<file path="config.mk">
export PLATFORM = sky130hd
export DESIGN_NAME = vga_timing_gen
export DESIGN_NICKNAME = d
export VERILOG_FILES = /design/src/rtl/vga_timing_pkg.sv /design/src/rtl/vga_pix_en.sv /design/src/rtl/vga_timing_gen.sv
export SDC_FILE = /design/constraint.sdc
export NUM_CORES = 1
export LEC_CHECK = 0
export ABC_AREA = 1
export CAP_MARGIN = 20
export CORE_MARGIN = 2
export CORE_UTILIZATION = 52
export DETAILED_ROUTE_END_ITERATION = 6
export GPL_TIMING_DRIVEN = 0
export HOLD_SLACK_MARGIN = 0.12
export PLACE_DENSITY = 0.87
export REMOVE_ABC_BUFFERS = 1
export SLEW_MARGIN = 20
export SYNTH_ARGS = -nofsm -noshare
export SYNTH_HDL_FRONTEND = slang
export SYNTH_SLANG_ARGS = --single-unit
export TNS_END_PERCENT = 1
</file>
<file path="constraint.sdc">
create_clock -name clk -period 2 [get_ports clk]
set_input_delay 0.4 -clock clk [delete_from_list [all_inputs] [get_ports clk]]
set_output_delay 0.4 -clock clk [all_outputs]
set_load 0.05 [all_outputs]
</file>
<file path="src/rtl/vga_timing_pkg.sv">
// Default 640x480@60 raster constants and helpers deriving totals and sync windows.
package vga_timing_pkg;

  localparam int unsigned CNT_W        = 10;
  localparam int unsigned CNT_MAX      = 1 << CNT_W;

  localparam int unsigned DEF_CLK_DIV  = 2;
  localparam int unsigned DEF_H_VIS    = 640;
  localparam int unsigned DEF_H_FP     = 16;
  localparam int unsigned DEF_H_SYNC   = 96;
  localparam int unsigned DEF_H_BP     = 48;
  localparam int unsigned DEF_V_VIS    = 480;
  localparam int unsigned DEF_V_FP     = 10;
  localparam int unsigned DEF_V_SYNC   = 2;
  localparam int unsigned DEF_V_BP     = 33;

  // Total pixels (or lines) in one period of the axis.
  function automatic int unsigned axis_total(input int unsigned vis, input int unsigned fp,
                                             input int unsigned sync, input int unsigned bp);
    return vis + fp + sync + bp;
  endfunction

  // First coordinate inside the sync pulse.
  function automatic int unsigned sync_start(input int unsigned vis, input int unsigned fp);
    return vis + fp;
  endfunction

  // First coordinate after the sync pulse.
  function automatic int unsigned sync_end(input int unsigned vis, input int unsigned fp,
                                           input int unsigned sync);
    return vis + fp + sync;
  endfunction

  localparam int unsigned H_TOT    = axis_total(DEF_H_VIS, DEF_H_FP, DEF_H_SYNC, DEF_H_BP);
  localparam int unsigned V_TOT    = axis_total(DEF_V_VIS, DEF_V_FP, DEF_V_SYNC, DEF_V_BP);
  localparam int unsigned HS_START = sync_start(DEF_H_VIS, DEF_H_FP);
  localparam int unsigned HS_END   = sync_end(DEF_H_VIS, DEF_H_FP, DEF_H_SYNC);
  localparam int unsigned VS_START = sync_start(DEF_V_VIS, DEF_V_FP);
  localparam int unsigned VS_END   = sync_end(DEF_V_VIS, DEF_V_FP, DEF_V_SYNC);

endpackage

</file>
<file path="src/rtl/vga_pix_en.sv">
// Pixel-rate clock enable: registered one-clk pulse every CLK_DIV system clocks.
module vga_pix_en #(
  parameter int unsigned CLK_DIV = 2
) (
  input  logic clk,
  input  logic rst_n,
  output logic pix_en
);

  localparam int unsigned DIV_W = (CLK_DIV > 1) ? $clog2(CLK_DIV) : 1;
  localparam logic [DIV_W-1:0] DIV_LAST = DIV_W'(CLK_DIV - 1);

  if (CLK_DIV < 1) begin : g_bad_div
    $error("vga_pix_en: CLK_DIV must be at least 1");
  end

  logic [DIV_W-1:0] div;

  // pix_en rises in the clk where the divider has wrapped from its last value.
  always_ff @(posedge clk or negedge rst_n) begin
    if (!rst_n) begin
      div    <= '0;
      pix_en <= 1'b0;
    end else begin
      pix_en <= (div == DIV_LAST);
      div    <= (div == DIV_LAST) ? '0 : div + DIV_W'(1);
    end
  end

endmodule

</file>
<file path="src/rtl/vga_timing_gen.sv">
// VGA raster counters with zero-skew registered sync/bright and line/frame strobes.
module vga_timing_gen
  import vga_timing_pkg::*;
#(
  parameter int unsigned CLK_DIV     = DEF_CLK_DIV,
  parameter int unsigned H_VIS       = DEF_H_VIS,
  parameter int unsigned H_FP        = DEF_H_FP,
  parameter int unsigned H_SYNC      = DEF_H_SYNC,
  parameter int unsigned H_BP        = DEF_H_BP,
  parameter int unsigned V_VIS       = DEF_V_VIS,
  parameter int unsigned V_FP        = DEF_V_FP,
  parameter int unsigned V_SYNC      = DEF_V_SYNC,
  parameter int unsigned V_BP        = DEF_V_BP,
  parameter bit          SYNC_ACTIVE = 1'b0
) (
  input  logic       clk,
  input  logic       rst_n,
  output logic       pix_en,
  output logic       hSync,
  output logic       vSync,
  output logic       bright,
  output logic [9:0] hCount,
  output logic [9:0] vCount,
  output logic       line_start,
  output logic       frame_start
);

  localparam int unsigned CMP_W  = CNT_W + 1;
  localparam int unsigned H_TOTL = axis_total(H_VIS, H_FP, H_SYNC, H_BP);
  localparam int unsigned V_TOTL = axis_total(V_VIS, V_FP, V_SYNC, V_BP);

  localparam logic [CNT_W-1:0] H_LAST = CNT_W'(H_TOTL - 1);
  localparam logic [CNT_W-1:0] V_LAST = CNT_W'(V_TOTL - 1);

  // Window bounds one bit wider so a bound equal to 1024 is representable.
  localparam logic [CMP_W-1:0] H_VIS_B = CMP_W'(H_VIS);
  localparam logic [CMP_W-1:0] V_VIS_B = CMP_W'(V_VIS);
  localparam logic [CMP_W-1:0] HS_S    = CMP_W'(sync_start(H_VIS, H_FP));
  localparam logic [CMP_W-1:0] HS_E    = CMP_W'(sync_end(H_VIS, H_FP, H_SYNC));
  localparam logic [CMP_W-1:0] VS_S    = CMP_W'(sync_start(V_VIS, V_FP));
  localparam logic [CMP_W-1:0] VS_E    = CMP_W'(sync_end(V_VIS, V_FP, V_SYNC));

  if (H_TOTL > CNT_MAX || V_TOTL > CNT_MAX) begin : g_bad_total
    $error("vga_timing_gen: H_TOT and V_TOT must not exceed 1024");
  end

  vga_pix_en #(.CLK_DIV(CLK_DIV)) u_pix_en (
    .clk    (clk),
    .rst_n  (rst_n),
    .pix_en (pix_en)
  );

  logic [CNT_W-1:0] h_nxt;
  logic [CNT_W-1:0] v_nxt;
  logic             hs_on;
  logic             vs_on;
  logic             bright_nxt;
  logic             line_nxt;
  logic             frame_nxt;

  // Next raster position plus the qualifiers it implies, so registered outputs line up.
  always_comb begin
    h_nxt = hCount;
    v_nxt = vCount;
    if (pix_en) begin
      if (hCount == H_LAST) begin
        h_nxt = '0;
        v_nxt = (vCount == V_LAST) ? '0 : vCount + CNT_W'(1);
      end else begin
        h_nxt = hCount + CNT_W'(1);
      end
    end
    hs_on      = ({1'b0, h_nxt} >= HS_S) && ({1'b0, h_nxt} < HS_E);
    vs_on      = ({1'b0, v_nxt} >= VS_S) && ({1'b0, v_nxt} < VS_E);
    bright_nxt = ({1'b0, h_nxt} < H_VIS_B) && ({1'b0, v_nxt} < V_VIS_B);
    line_nxt   = pix_en && (hCount == H_LAST);
    frame_nxt  = line_nxt && (vCount == V_LAST);
  end

  // Reset parks the raster on the last blanking pixel; the first pix_en rolls to (0,0).
  always_ff @(posedge clk or negedge rst_n) begin
    if (!rst_n) begin
      hCount      <= H_LAST;
      vCount      <= V_LAST;
      hSync       <= ~SYNC_ACTIVE;
      vSync       <= ~SYNC_ACTIVE;
      bright      <= 1'b0;
      line_start  <= 1'b0;
      frame_start <= 1'b0;
    end else begin
      hCount      <= h_nxt;
      vCount      <= v_nxt;
      hSync       <= hs_on ? SYNC_ACTIVE : ~SYNC_ACTIVE;
      vSync       <= vs_on ? SYNC_ACTIVE : ~SYNC_ACTIVE;
      bright      <= bright_nxt;
      line_start  <= line_nxt;
      frame_start <= frame_nxt;
    end
  end

endmodule

</file>
==> results.yml, run 1 <==
sta:
  finalSetupViolations: 1
  slew_viol_final: 0
  fin_tns_setup_ns: -0.03676
  max_freq_ghz: 0.4910
  hold_violations: 0
  slew_headroom: 0.6035
  rsz0062_at_grt: "true"
  fin_crit_sh: 1.018
  skew_ns: 0.01039
  worstMarginPinSlew_ns: 0.5947
  period_minus_slack_ns: 2.037
  worst_slack_ns: -0.03676
placement:
  dpl_cell_area_um2: 1939
  place_congestion: 0.9073
  dp_hpwl_mm: 2.530
  pre_cts_ws_ns: -0.05608
  io_buffers: 27
layout:
  drive_gt1_frac: 0.2275
  nets: 261
  diodes: 0
  final_util: 0.6807
  fillers: 281
  multi_input_area_um2: 832.0
  postLayoutCellArea_um2: 2078
  syn_to_final_growth_pct: 25.55
  seq_area_um2: 691.9
clocking:
  clk_path_buf_depth: 2
  cts_max_level: 1
  insertion_delay_ns: 0.32
  clock-root-buffer: "clkbuf_4"
  cts-buffers-inserted: 3
  cts_tree: "built"
  cts.sinks: 27
  cts.clk_slew.worst_paths_ns: 0.15
setup_path:
  crit_type: "register to register"
  critPathArrivalTime_ns: 2.30
  required_ns: 2.26
  cp_max_fo: 7
  worstRegToRegCells: 13
  cp-start-kind: "register"
  end_kind: "register"
hold_path:
  holdCritPathClass: "register to register"
  whs_path_depth: 0
grt:
  grt_pass1_wl_mm: 5.609
  overflow: 0
  grt.total_usage: 0.2031
  grt_pass1_vias: 1320
  antenna_found_initial: 0
  grt_start_max_net_pins: 28
power_and_ir_drop:
  peakVddDrop_mv: 0.3063
  cellPowerDensity_nw_per_um2: 379.5
  power.leakage_nw: 1.147
outcome:
  status: "finished, violations left"
  violations: "setup timing"
synthesis:
  syn_area_um2: 1655
  synth-seq-cells: 27
  netlist_instances: 217
  yosysSeqAreaShare: 0.4172
  post_synth_num_cell_types: 27
  synth_warnings: 0
  synth_area_per_cell_um2: 7.628
route:
  vias: 1529
  avgViaCountPerCell: 5.114
  routedWlPerCell_um: 12.37
  ant_nets: 0
  wl_mm: 3.699
  drt_iter0_markers: 77
  drc_errors: 0
  dr.pass1.iters: 5
floorplan:
  core-area_um2: 3053
  ios: 28
  dieHeight_um: 60.42
  die_area_um2: 3651
  die_w_um: 60.42
  initial_core_util: 0.5422
  rows: 20
flow_run:
  cap_violations: 0
## logic make-up after synthesis
group / Yosys count / share of synthesized area
AOI/OAI and AO/OA: 10 / 0.03325
DFF: 27 / 0.4172
buffers and inverters: 41 / 0.1081
adders and majority gates: 3 / 0.02268
and+or+nand+nor: 134 / 0.4082
xor gates and xnor gates: 2 / 0.01058
## flip-flops by register name (all words and copies together) (netlist names)
name             count
frame_start          1
u_pix_en.pix_en      1
bright               1
line_start           1
vCount              10
vSync                1
u_pix_en.div         1
hSync                1
hCount              10
## cell type report
| type | instances | share of cell area |
|---|---|---|
| Tap cell | 44 | 0.02649 |
| Timing Repair Buffer | 36 | 0.1583 |
| Multi-Input combinational cell | 150 | 0.4004 |
| Inverter | 38 | 0.06863 |
| Clock inverter | 1 | 0.002408 |
| Clock buffer | 3 | 0.01084 |
| Sequential cell | 27 | 0.3329 |
## critical path, stage by stage (launching register included)
cell      delay [ns]
dfstp_2         0.64
ha_4            0.16
nand2_2         0.06
nor2_4          0.19
nand2_4         0.12
nor2_8          0.19
buf_6           0.13
nand3_4         0.05
nand2_2         0.08
nand2_1         0.06
clkinv_1        0.06
nand3_2         0.09
nor2_2          0.08
nand2_1         0.05
## power by group
| part | switching [mW] | internal, mW | total, mW | leakage (nW) |
|---|---|---|---|---|
| logic | 0.0103 | 0.00197 | 0.0123 | 0.806 |
| clock network | 0.154 | 0.0748 | 0.229 | 0.0177 |
| registers | 0 | 0.547 | 0.547 | 0.323 |
| total | 0.165 | 0.624 | 0.789 | 1.15 |
## timing repair
| action | in CTS | in global routing |
|---|---|---|
| hold endpoints to repair | 15 | 0 |
| hold buffers | 1 | 0 |
| gates resized for setup | 22 | 12 |
| setup buffers | 0 | 8 |
| pin swaps | 1 | 6 |
| setup endpoints to repair | 21 | 8 |
| gates cloned | 0 | 1 |
## worst paths after layout
path / slack [ns] / start / end
worst max-delay path: -0.04 / hCount[0]$_DFF_PN1_ / vSync$_DFF_PN1_
worst min-delay path: 0.40 / u_pix_en.div$_DFF_PN0_ / u_pix_en.pix_en$_DFF_PN0_
worst max register to register: -0.04 / hCount[0]$_DFF_PN1_ / vSync$_DFF_PN1_
worst min register to register: 0.40 / u_pix_en.div$_DFF_PN0_ / u_pix_en.pix_en$_DFF_PN0_
max in group asynchronous: 0.96 / rst_n / u_pix_en.pix_en$_DFF_PN0_
min in group asynchronous: 0.61 / rst_n / line_start$_DFF_PN0_
## cells in the final DEF, fill, tap and decap left out, types with 2 or more instances in the layout
master and n:
nand2_2 4, nand4_1 8, nand2_1 60, nand3_1 20, ha_1 2, dlymetal6s2s_1 4
buf_4 6, dfrtp_1 14, o21bai_1 2, buf_6 2, dlygate4sd2_1 19, inv_1 31
inv_2 6, clkbuf_4 3, nor2_4 5, dfstp_2 12, nor2_2 6, nor3_2 2
o21ai_0 2, nand3_2 4, xor2_1 2, nor3_1 5, a21oi_1 5, clkdlybuf4s50_1 3
nor2_1 17, nand3_4 2
## Yosys cell counts
master,count,share of area
dfstp_2,12,0.19
nand2_2,3,0.011
nand3_2,3,0.018
nand2_4,1,0.0068
nor3_1,5,0.015
ha_1,3,0.023
nand3_4,2,0.021
nor2_8,1,0.012
buf_6,1,0.0068
buf_12,1,0.012
nor2_1,19,0.043
o21ai_0,2,0.0060
clkinv_1,1,0.0023
a21oi_1,5,0.015
dfrtp_1,15,0.23
o21ai_1,1,0.0030
nor2_2,6,0.023
nor3_2,2,0.012
o21bai_1,2,0.0091
nand3_1,21,0.063
inv_1,31,0.070
nand4_1,8,0.030
xor2_1,2,0.011
inv_2,6,0.014
nand2_1,61,0.14
nor2_4,2,0.014
buf_2,1,0.0030
## metal layers
layer	part of all wire	vias up	track usage	wire, µm
li1	-	759	-	-
met1	0.43	712	0.2571	1600
met5	0	-	0	0
met4	0.014	0	0.06211	51
met3	0.042	8	0.02345	154
met2	0.51	50	0.3649	1893
## per-stage QoR
stage	power [mW]	hold slack (ns)	cells
floorplan	0.5567	0.1044	214
global placement	0.5689	0.3629	285
detailed placement	0.5680	0.3661	285
CTS	0.8046	0.3982	290
global route	0.8232	0.4215	299
finish	0.7888	0.3963	299
Power figures use the tool's default switching activity.
==> inputs of run 2 (changes only) <==
==> constraint.sdc (replaced) <==
create_clock -name clk -period 2 [get_ports clk]
set_input_delay 0.6 -clock clk [delete_from_list [all_inputs] [get_ports clk]]
set_output_delay 0.6 -clock clk [all_outputs]
set_load 0.05 [all_outputs]
==> run 2 against run 1 <==
The run still ends with setup timing left. Critical path depth unchanged. Setup slack better by 0.010 ns. Maximum frequency up 0.50%. Utilization down 0.45 points. First-iteration DRC count up 1.3%. Largest cell class unchanged. Largest power group unchanged.
==> results.yml, run 2 (synthesized netlist as in run 1, its figures left out) <==
power_and_ir_drop:
  p_sw_frac: 0.2090
  pwr-share-seq: 0.695
  p_clk_frac: 0.291
  power.leakage_nw: 1.051
  cellPowerDensity_nw_per_um2: 381.4
  p_int_mw: 0.6229
  peakVddDrop_mv: 0.3073
  netSwitchingPower_mw: 0.1645
  p_comb_frac: 0.014
sta:
  worstMarginPinSlew_ns: 0.5895
  worst_slack_ns: -0.02668
  hold_violations: 0
  skew_ns: 0.01045
  fin_tns_setup_ns: -0.02668
  period_minus_slack_ns: 2.027
  max_freq_ghz: 0.4934
  finalSetupViolations: 1
  slew_viol_final: 0
  holdWs_ns: 0.2579
  rsz0062_at_grt: "true"
  fin_crit_sh: 1.013
  slew_headroom: 0.6070
grt:
  overflow: 0
  grt_pass1_vias: 1307
  grt_start_max_net_pins: 28
  grt.met1_usage: 0.2558
  grtUsageMet2: 0.3602
  antenna_found_initial: 0
  grt_pass1_wl_mm: 5.561
  grt.total_usage: 0.2013
  grt_busiest_layer: "met2"
  grtUsageMet3: 0.02345
route:
  drt_iter0_markers: 78
  vias: 1509
  avgViaCountPerCell: 5.064
  ant_nets: 0
  dr.pass1.iters: 4
  wl_mm: 3.666
  drc_errors: 0
  routedWlPerCell_um: 12.30
layout:
  final_cells: 298
  diodes: 0
  multi_input_area_um2: 832.0
  postLayoutCellArea_um2: 2064
  nets: 260
  fillers: 276
  drive_gt1_frac: 0.2874
  layout_commonest_cell: "nand2_1"
  syn_to_final_growth_pct: 24.72
  top_regs: "hCount: 10 flops, vCount: 10 flops"
  final_cell_mix: "60 x nand2_1, 31 x inv_1, 20 x nand3_1"
  seq_area_um2: 691.9
floorplan:
  die_w_um: 60.42
  dieHeight_um: 60.42
  initial_core_util: 0.5422
  rows: 20
  die_area_um2: 3651
  ios: 28
  core-area_um2: 3053
setup_path:
  crit_type: "register to register"
  required_ns: 2.26
  r2r_end: "vSync$_DFF_PN1_"
  crit_family: "simple AND/OR/NAND/NOR gates"
  cpMaxStageDelayCell: "dfstp_2"
  cp_max_fo: 7
  crit_buf_inv: 2
  rrSetupSlack_ns: -0.03
  worstSetupEndpoint: "vSync$_DFF_PN1_"
  path_cells: "ha_4 -> nand2_2 -> nor2_4 -> nand2_4 -> nor2_8 -> buf_6 -> nand3_4 -> nand2_2 -> nand2_1 -> clkinv_1 -> nand3_2 -> nor2_2 -> nand2_1"
  critPathLaunch: "hCount[0]$_DFF_PN1_"
  r2r-start: "hCount[0]$_DFF_PN1_"
  critPathArrivalTime_ns: 2.29
  slowest_delay_ns: 0.64
  end_kind: "register"
  worst-path-stages: 13
  worstRegToRegCells: 13
  cp-start-kind: "register"
placement:
  place_congestion: 0.9073
  io_buffers: 27
  placed_cells: 285
  dpl_cell_area_um2: 1939
  dp_hpwl_mm: 2.530
clocking:
  clock-root-buffer: "clkbuf_4"
  clk_path_buf_depth: 2
  cts.clk_slew.worst_paths_ns: 0.15
  cts_max_level: 1
  cts_tree: "built"
  cts.sinks: 27
  cts-buffers-inserted: 3
  insertion_delay_ns: 0.32
outcome:
  status: "finished, violations left"
  violations: "setup timing"
flow_run:
  cap_violations: 0
hold_path:
  holdCritPathClass: "input port to async pin"
==> run 2: cell count changes in the layout (fill, tap and decap cells not counted) <==
cell,before,now
clkbuf_2,0,4
clkdlybuf4s15_1,0,2
clkdlybuf4s15_2,0,11
clkdlybuf4s50_1,3,0
dlygate4sd2_1,19,9
dlygate4sd3_1,1,0
dlymetal6s2s_1,4,0
==> run 2: area by class of cell <==
class / count / area share
clock inverters: 1 / 0.002424
well taps: 44 / 0.02667
clock buffers: 3 / 0.01091
multi-input cells: 150 / 0.4030
inverters: 38 / 0.06909
flip-flops and latches: 27 / 0.3352
repair buffers: 35 / 0.1527
==> run 2: worst reg2reg max path: stages, from the launching register on <==
cell	delay, ns
dfstp_2	0.64
ha_4	0.16
nand2_2	0.06
nor2_4	0.18
nand2_4	0.12
nor2_8	0.19
buf_6	0.13
nand3_4	0.05
nand2_2	0.08
nand2_1	0.06
clkinv_1	0.06
nand3_2	0.09
nor2_2	0.08
nand2_1	0.05
==> run 2: timing repair <==
item / in CTS / in global routing
setup endpoints to repair: 28 / 12
hold buffers: 0 / 0
gates cloned: 0 / 1
buffers inserted: 0 / 8
pin swaps: 1 / 6
resized for setup: 51 / 18
==> run 2: per-layer routing <==
metal	part of all wire	wire, µm
met1	0.43	1579
met2	0.51	1875
met3	0.044	162
met4	0.013	48
met5	0	0
==> run 2: worst min path at each step <==
stage | endpoint | start | slack, ns
after floorplan | bright$_DFF_PN0_ | rst_n | 0.30
after global placement | u_pix_en.pix_en$_DFF_PN0_ | u_pix_en.div$_DFF_PN0_ | 0.36
after detailed placement | u_pix_en.pix_en$_DFF_PN0_ | u_pix_en.div$_DFF_PN0_ | 0.37
after CTS | line_start$_DFF_PN0_ | rst_n | 0.26
after global routing | line_start$_DFF_PN0_ | rst_n | 0.27
final | line_start$_DFF_PN0_ | rst_n | 0.26
==> run 2: power groups by stage <==
stage / Combinational, mW / Clock [mW] / Sequential [mW]
2_1_floorplan: 0.000000524 / 0 / 0.557
3_3_place_gp: 0.0124 / 0 / 0.557
3_5_place_dp: 0.0114 / 0 / 0.557
4_1_cts: 0.0114 / 0.244 / 0.548
5_1_grt: 0.0127 / 0.261 / 0.548
6_report: 0.0107 / 0.229 / 0.547
==> run 2: through the flow <==
step                      setup WS [ns]  utilization  power, mW
after global routing            -0.1116       0.6762     0.8216
after detailed placement        -0.1912       0.6352     0.5680
after floorplan                -0.06680            -     0.5567
final                          -0.02668       0.6762     0.7874
after CTS                      -0.05420       0.6443     0.8031
after global placement          -0.2049       0.6369     0.5689
